==> src/rtl/multicycle_control.sv <==
// Multicycle control FSM: sequences fetch/decode/exec/mem/writeback over one shared memory port.
// Optional PERF_COUNTERS_EN adds cycle_count and instret_count outputs.
module multicycle_control #(
    parameter int MEM_TIMEOUT = 16,
    parameter int CNT_W       = 32
) (
    input  logic       clk,
    input  logic       reset_n,
    input  logic [6:0] opcode,
    input  logic [2:0] funct3,
    input  logic       funct7b5,
    input  logic       zero,
    input  logic       mem_ready,
    output logic       mem_req,
    output logic       mem_we,
    output logic       mem_addr_sel,
    output logic       ir_write,
    output logic       pc_write,
    output logic       pc_src,
    output logic [1:0] imm_sel,
    output logic       alu_src,
    output logic [1:0] alu_op,
    output logic       reg_write,
    output logic       wb_sel,
    output logic       retire,
    output logic       illegal_instr,
    output logic       bus_error,
    output logic [2:0] state_o
`ifdef PERF_COUNTERS_EN
    ,
    output logic [CNT_W-1:0] cycle_count,
    output logic [CNT_W-1:0] instret_count
`endif
);

    localparam logic [2:0] S_BOOT   = 3'd0;
    localparam logic [2:0] S_FETCH  = 3'd1;
    localparam logic [2:0] S_DECODE = 3'd2;
    localparam logic [2:0] S_EXEC   = 3'd3;
    localparam logic [2:0] S_MEM    = 3'd4;
    localparam logic [2:0] S_WB     = 3'd5;
    localparam logic [2:0] S_FAULT  = 3'd7;

    localparam logic [6:0] OP_LW  = 7'b0000011;
    localparam logic [6:0] OP_I   = 7'b0010011;
    localparam logic [6:0] OP_SW  = 7'b0100011;
    localparam logic [6:0] OP_BEQ = 7'b1100011;
    localparam logic [6:0] OP_R   = 7'b0110011;

    localparam logic [1:0] ALU_ADD = 2'b00;
    localparam logic [1:0] ALU_SUB = 2'b01;
    localparam logic [1:0] ALU_DEC = 2'b10;

    localparam int             TW     = $clog2(MEM_TIMEOUT);
    localparam logic [TW-1:0]  T_LAST = TW'(MEM_TIMEOUT - 1);

    typedef struct packed {
        logic       mem_req;
        logic       mem_we;
        logic       mem_addr_sel;
        logic       ir_write;
        logic       pc_write;
        logic       pc_src;
        logic [1:0] imm_sel;
        logic       alu_src;
        logic [1:0] alu_op;
        logic       reg_write;
        logic       wb_sel;
        logic       retire;
    } ctrl_t;

    logic [2:0]    state, next_state;
    logic [TW-1:0] wait_cnt;
    ctrl_t         c;
    logic          is_lw, is_i, is_sw, is_beq, is_r, supported, timeout, waiting;
    logic [1:0]    dec_imm;

    // funct fields are consumed by the datapath's ALU decoder, not here
    logic unused_funct;
    assign unused_funct = ^{funct3, funct7b5};

    assign is_lw     = (opcode == OP_LW);
    assign is_i      = (opcode == OP_I);
    assign is_sw     = (opcode == OP_SW);
    assign is_beq    = (opcode == OP_BEQ);
    assign is_r      = (opcode == OP_R);
    assign supported = is_lw | is_i | is_sw | is_beq | is_r;
    assign waiting   = (state == S_FETCH) || (state == S_MEM);
    // a ready in the last allowed cycle still completes normally
    assign timeout   = (wait_cnt == T_LAST) && !mem_ready;

    always_comb begin
        dec_imm = 2'b11;
        if (is_lw || is_i) dec_imm = 2'b00;
        else if (is_sw)    dec_imm = 2'b01;
        else if (is_beq)   dec_imm = 2'b10;
    end

    always_comb begin
        c          = '0;
        next_state = state;
        case (state)
            S_BOOT: next_state = S_FETCH;
            S_FETCH: begin
                c.mem_req = 1'b1;
                if (mem_ready) begin
                    c.ir_write = 1'b1;
                    c.pc_write = 1'b1;
                    next_state = S_DECODE;
                end else if (timeout) begin
                    next_state = S_FAULT;
                end
            end
            S_DECODE: begin
                c.imm_sel  = dec_imm;
                next_state = supported ? S_EXEC : S_FAULT;
            end
            S_EXEC: begin
                c.imm_sel = dec_imm;
                if (is_lw || is_sw) begin
                    c.alu_src  = 1'b1;
                    c.alu_op   = ALU_ADD;
                    next_state = S_MEM;
                end else if (is_i) begin
                    c.alu_src  = 1'b1;
                    c.alu_op   = ALU_DEC;
                    next_state = S_WB;
                end else if (is_r) begin
                    c.alu_op   = ALU_DEC;
                    next_state = S_WB;
                end else if (is_beq) begin
                    c.alu_op   = ALU_SUB;
                    c.pc_write = zero;
                    c.pc_src   = 1'b1;
                    c.retire   = 1'b1;
                    next_state = S_FETCH;
                end else begin
                    next_state = S_FAULT;
                end
            end
            S_MEM: begin
                c.mem_req      = 1'b1;
                c.mem_addr_sel = 1'b1;
                c.mem_we       = is_sw;
                c.alu_src      = 1'b1;
                c.alu_op       = ALU_ADD;
                if (mem_ready) begin
                    if (is_sw) begin
                        c.retire   = 1'b1;
                        next_state = S_FETCH;
                    end else begin
                        next_state = S_WB;
                    end
                end else if (timeout) begin
                    next_state = S_FAULT;
                end
            end
            S_WB: begin
                c.reg_write = 1'b1;
                c.wb_sel    = is_lw;
                c.retire    = 1'b1;
                next_state  = S_FETCH;
            end
            S_FAULT: next_state = S_FAULT;
            default: next_state = S_BOOT;
        endcase
    end

    always_ff @(posedge clk or negedge reset_n) begin
        if (!reset_n) begin
            state         <= S_BOOT;
            wait_cnt      <= '0;
            illegal_instr <= 1'b0;
            bus_error     <= 1'b0;
        end else begin
            state <= next_state;
            if (next_state != state)
                wait_cnt <= '0;
            else if (waiting && !mem_ready)
                wait_cnt <= wait_cnt + 1'b1;
            if ((state == S_DECODE || state == S_EXEC) && !supported)
                illegal_instr <= 1'b1;
            if (waiting && timeout)
                bus_error <= 1'b1;
        end
    end

    assign mem_req      = c.mem_req;
    assign mem_we       = c.mem_we;
    assign mem_addr_sel = c.mem_addr_sel;
    assign ir_write     = c.ir_write;
    assign pc_write     = c.pc_write;
    assign pc_src       = c.pc_src;
    assign imm_sel      = c.imm_sel;
    assign alu_src      = c.alu_src;
    assign alu_op       = c.alu_op;
    assign reg_write    = c.reg_write;
    assign wb_sel       = c.wb_sel;
    assign retire       = c.retire;
    assign state_o      = state;

`ifdef PERF_COUNTERS_EN
    always_ff @(posedge clk or negedge reset_n) begin
        if (!reset_n) begin
            cycle_count   <= '0;
            instret_count <= '0;
        end else begin
            if (state != S_BOOT && state != S_FAULT)
                cycle_count <= cycle_count + 1'b1;
            if (c.retire)
                instret_count <= instret_count + 1'b1;
        end
    end
`else
    localparam int unused_cnt_w = CNT_W;
`endif

endmodule
==> config.mk <==
export PLATFORM = sky130hd
export DESIGN_NAME = multicycle_control
export DESIGN_NICKNAME = d
export VERILOG_FILES = /design/src/rtl/multicycle_control.sv
export SDC_FILE = /design/constraint.sdc
export NUM_CORES = 1
export LEC_CHECK = 0
export CAP_MARGIN = 20
export CORE_MARGIN = 3
export CORE_UTILIZATION = 38
export DETAILED_ROUTE_END_ITERATION = 10
export GPL_ROUTABILITY_DRIVEN = 0
export GPL_TIMING_DRIVEN = 0
export HOLD_SLACK_MARGIN = 0.05
export PLACE_DENSITY = 0.78
export SYNTH_ARGS = -nofsm -noshare
export SYNTH_HDL_FRONTEND = slang
export SYNTH_SLANG_ARGS = --single-unit
export TNS_END_PERCENT = 50
==> constraint.sdc <==
create_clock -name clk -period 1.45 [get_ports clk]
set_input_delay 0.29 -clock clk [delete_from_list [all_inputs] [get_ports clk]]
set_output_delay 0.29 -clock clk [all_outputs]
set_load 0.005 [all_outputs]
* Yosys cells after proc, flatten, opt, wreduce, memory -nomap -nowiden
Index checks and enable logic that the tools add are counted.
** Cells by class
- Equal/unequal tests :: 13
- Add/sub/neg operators :: 1
- Bitwise gates (word level) :: 4
- Multiplexer cells :: 40
- Reductions and logical operators :: 15
** Operators by type and width (count)
- $mux 3 :: 10
- $mux 2 :: 12
- $pmux 3 s6 :: 1
- $eq 7x6->1 const B :: 2
- $mux 1 :: 12
- $eq 3x3->1 const B :: 3
- $mux 4 :: 2
- $eq 7x2->1 const B :: 1
- $eq 7x5->1 const B :: 1
- $eq 7x7->1 const B :: 1
- $eq 3x2->1 const B :: 2
- $pmux 3 s2 :: 1
- $reduce_or 2->1 :: 3
- $add 4x1->4 const B :: 1
- $eq 4x4->1 const B :: 1
- $logic_and 1x1->1 :: 4
- $logic_or 1x1->1 :: 4
- $or 1x1->1 :: 4
- $eq 3x1->1 const B :: 1
- $logic_not 3->1 :: 1
- $ne 3x3->1 :: 1
- $pmux 1 s3 :: 1
- $logic_not 1->1 :: 2
- $pmux 1 s2 :: 1
- $reduce_bool 2->1 :: 1
** Word-level totals
- Output and inout port bits :: 19
- Bits in registers :: 9
- Input bits :: 15
- Logic and storage cells :: 77

* Logic depth before layout (Yosys ltp)
- Depth after elaboration :: 9
- Depth in mapped cells :: 6
- Gate-level depth less buffers :: 6

* Least setup slack after synthesis
No wires, ideal clock.
- Path type :: register to output
- From :: register state[2] (netlist: state_o[2])
- To :: output pc_write
- Buffers on the path :: 1
- Arrival :: 1.363 ns
- Path slack :: -0.203 ns
- Required time :: 1.160 ns
- Stages on the path, launching flop included :: 5
- Cells stage by stage :: dfrtp_1 -> buf_6 -> or2b_4 -> nor3_1 -> a31o_2
** On the way
- Longest elaborated chain between the ends :: 2
- Elaborated cells on any way between the ends :: 3
- Classes of those cells :: eq/ne (2); mux (1)
** RTL lines
- start, declared :: RTL line 72 : logic [2:0] state, next_state;
- start signal, assigned :: RTL line 176 : state <= next_state;
- $eq 3x2->1 or $eq 3x1->1 (tied branches) :: RTL line 102 : case (state)
- $pmux 1 s2 * :: RTL line 102
- end, declared :: RTL line 18 : output logic pc_write,
Mark *: on every way between the ends. The rest lies on a longest branch, timed or not.

* Worst setup path after layout
- From :: register state[2] (netlist: state_o[2])
- To :: output retire
** On the way
- Longest elaborated chain between the ends :: 2
- Elaborated cells on any way between the ends :: 4
- Classes of those cells :: eq/ne (3); mux (1)
** RTL lines
- $eq 3x3->1 or $eq 3x2->1 (tied branches) :: RTL line 102
- $pmux 1 s3 * :: RTL line 102
- end, declared :: RTL line 25 : output logic retire,
Marked as above.

==> results.sh <==
export IMPL_grt_usage_pct=21.71
export IMPL_grt_overflow_total=0
export IMPL_drc=0
export IMPL_cap_violations=0
export IMPL_antenna_left=0
export IMPL_fin_ws_ps=-475.7
export IMPL_fin_skew_ps=2.517
export IMPL_run_status="complete, but fails checks"
export IMPL_ir_worst_vdd_mv=1.160
export IMPL_synth_cells=93
export IMPL_die_x_um=52.01
export IMPL_path_delay_family="simple AND/OR/NAND/NOR gates"
export IMPL_seq_area_frac_synth_pct=27.99
export IMPL_path_buf_inv=3
export IMPL_htreeDepth=1
export IMPL_worst_ep_arrival_time_ps=1640
export IMPL_cts_buffer_depth=2
export IMPL_cts_tree="built"
export IMPL_nNetsFinal=169
export IMPL_grt_first_pass_wirelength_um=4347
export IMPL_grt_pass1_vias=996
export IMPL_slew_viol_final=0
export IMPL_post_route_period_util_pct=132.8
export IMPL_io_pins=34
export IMPL_drt_pass1_iter_count=2
export IMPL_crit_type="flip-flop to output port"
export IMPL_whs_ps=324.2
export IMPL_clkPwrFrac_pct=8.6
export IMPL_ys_types=40
export IMPL_syn_area_um2=804.5
export IMPL_critical_path_peak_fanout=5
export IMPL_worstSetupStartpointType="flip-flop"
export IMPL_yosysWarnings=0
export IMPL_max_slew_worst_pin_slew_ps=418.3
export IMPL_max_freq_mhz=519.3
export IMPL_hp_class="primary input to async pin"
export IMPL_antenna_found_initial=0
export IMPL_crit_path_end_kind="output port"
export IMPL_swShare_pct=43.01
export IMPL_power_internal_w=0.001289
export IMPL_initial_core_util_pct=40.59
export IMPL_synthTopCellsByArea="dfrtp_1 (28%), nand2_1 (4.2%), nor2_1 (4.2%)"
export IMPL_syn_to_final_growth_pct=83.05
export IMPL_root_buffer="clkbuf_4"
export IMPL_cpPeakStageDelay_ps=400
export IMPL_synth_top_area_share_pct=27.99
export IMPL_grt_setup_unrepaired="true"
export IMPL_p_seq_share_pct=15.6
export IMPL_drtIter0Drc=11
export IMPL_ys_flop_type="dfrtp_1"
export IMPL_period_needed_ps=1926
export IMPL_insertion_delay_ps=260
export IMPL_hold_viol=0
export IMPL_cts_hold_buf=0
export IMPL_numCtsBuffers=3
export IMPL_cts_sink_count=9
export IMPL_synth_area_leader_cell="dfrtp_1"
export IMPL_syn_area_per_cell_um2=8.651
export IMPL_synth_ff_latch_count=9
export IMPL_viasPerCell=5.251
export IMPL_detailed_place_hpwl_um=1662
export IMPL_core_um2=1982
export IMPL_power_frac_comb_pct=75.8
export IMPL_numPlacedInstances=149
export IMPL_synth_async_reset_ratio_pct=100.0
export IMPL_grt_max_degree=11
export IMPL_dp_slack_ps=-1019
export IMPL_path_clk_slew_ps=60
export IMPL_critPathSlowestCell="dfrtp_1"
export IMPL_vias=940
export IMPL_rows=16
export IMPL_power_leakage_nw=0.6411
export IMPL_pwr_density_cell_nw_per_um2=1536
export IMPL_setup_viol=19
export IMPL_totalWireLength_um=2759
export IMPL_synth_edff_count=0
export IMPL_insertedDiodeCount=0
export IMPL_layout_drive_gt1_share_pct=61.18
export IMPL_net_switching_power_w=0.0009730
export IMPL_nFillCells=123
export IMPL_worst_path_most_repeated_cell="buf_6"
export IMPL_port_buffers=29
export IMPL_crit_chain="buf_6, or2b_4, nor3_4, buf_6, nor2_2, o21ai_1, buf_2"
export IMPL_violations="setup timing"
export IMPL_fin_cells=179
export IMPL_die_h_um=52.01
export IMPL_synthTopCellsByCount="dfrtp_1 (9), nand2_1 (9), nor2_1 (9), a21oi_1 (6), nor3_1 (6)"
export IMPL_synthesis_nets=109
export IMPL_die_area_um2=2705
export IMPL_worst_ep_required_time_ps=1160
export IMPL_maxSlewHeadroom_pct=72.03
export IMPL_drt_wirelength_per_cell_um=15.41
-- kinds of logic after synthesis --
family	after synthesis	share of synthesized area (%)
AND/OR/NAND/NOR	48	37.33
AO/OA/AOI/OAI	23	21.00
flip-flops	9	27.99
buffers and inverters	6	5.132
XOR/XNOR	4	4.355
multiplexers	2	2.644
adder cells (fa/ha/maj)	1	1.555
-- metrics by stage --
stage / TNS (ps) / util [%] / area (µm²) / power, W
after detailed placement: -13050 / 57.89 / 1147 / 0.001525
after global placement: -12390 / 57.89 / 1147 / 0.001504
after global routing: -6152 / 74.31 / 1473 / 0.002401
final: -4959 / 74.31 / 1473 / 0.002262
after CTS: -4758 / 70.33 / 1394 / 0.002013
after floorplan: -22.98 / - / 823.3 / 0.001091
-- cell type report --
cell class | instances | area [µm²] | area share, %
buffer | 4 | 47.55 | 3.229
inverter | 2 | 11.26 | 0.7647
timing repair buffer | 55 | 450.4 | 30.59
sequential | 9 | 225.2 | 15.29
tap | 27 | 33.78 | 2.294
multi-input combinational | 78 | 678.2 | 46.05
clock buffer | 4 | 26.28 | 1.784
-- power by group through the flow --
stage	Sequential (W)	Combinational, W	Clock [W]
global route	0.000354	0.00182	0.000221
detailed placement	0.000362	0.00116	0
floorplan	0.000360	0.000731	0
finish	0.000353	0.00171	0.000195
CTS	0.000346	0.00146	0.000205
global placement	0.000357	0.00115	0
-- worst reg2reg max path, stage by stage, from the launching register on --
cell and delay (ps):
dfrtp_1 380, buf_6 140, clkinvlp_4 100, buf_4 140, buf_4 110, nor3_2 50
o31a_1 360, nor4_2 280
-- state kept, by name, indices dropped and copies added (netlist names) --
signal	count
wait_cnt	4
bus_error	1
illegal_instr	1
state_o	3
-- timing repair --
item                                    4_1_cts  5_1_grt
setup buffers                                22        6
resized for setup                           108       16
cloned                                        0        0
pin swaps                                    11        5
endpoints found under the setup margin       23       22
-- routing by layer --
metal	part of all wire, %	up-vias	global-route usage [%]
met2	52	18	39.12
met4	1.6	0	9.607
met3	2.1	4	3.152
met1	44	453	24.96
met5	0	-	0
li1	-	465	-
-- layout by cell type (no fill, tap or decap), types with 2 or more instances in the layout --
| cell | instances |
|---|---|
| clkdlybuf4s15_2 | 3 |
| o21ai_0 | 3 |
| nor3_2 | 3 |
| nor2_4 | 4 |
| nand2_1 | 7 |
| dlymetal6s2s_1 | 2 |
| xor2_1 | 3 |
| clkdlybuf4s50_1 | 4 |
| buf_4 | 22 |
| o21bai_1 | 2 |
| dfrtp_1 | 9 |
| nor4_2 | 4 |
| buf_6 | 13 |
| a21oi_2 | 3 |
| buf_2 | 12 |
| clkbuf_4 | 3 |
| nand3_1 | 4 |
| nand2b_4 | 3 |
| nand2_2 | 3 |
| a31o_4 | 2 |
| o21ai_1 | 2 |
| nor2_1 | 4 |
| nor3_1 | 2 |
| a21oi_1 | 3 |
-- final timing paths --
kind                                            from                        end  slack [ps]  cells after the start
setup / recovery                state_o[2]$_DFF_PN0_                     retire        -480                      7
hold / removal                               reset_n       state_o[0]$_DFF_PN0_         320                      1
setup reg to reg                state_o[1]$_DFF_PN0_    wait_cnt[2]$_DFFE_PN0P_        -220                      7
hold reg to reg            illegal_instr$_DFFE_PN0P_  illegal_instr$_DFFE_PN0P_         480                      1
max in group asynchronous                    reset_n    wait_cnt[2]$_DFFE_PN0P_         830                      1
min in group clk           illegal_instr$_DFFE_PN0P_  illegal_instr$_DFFE_PN0P_         480                      1
Power figures use the tool's default switching activity.
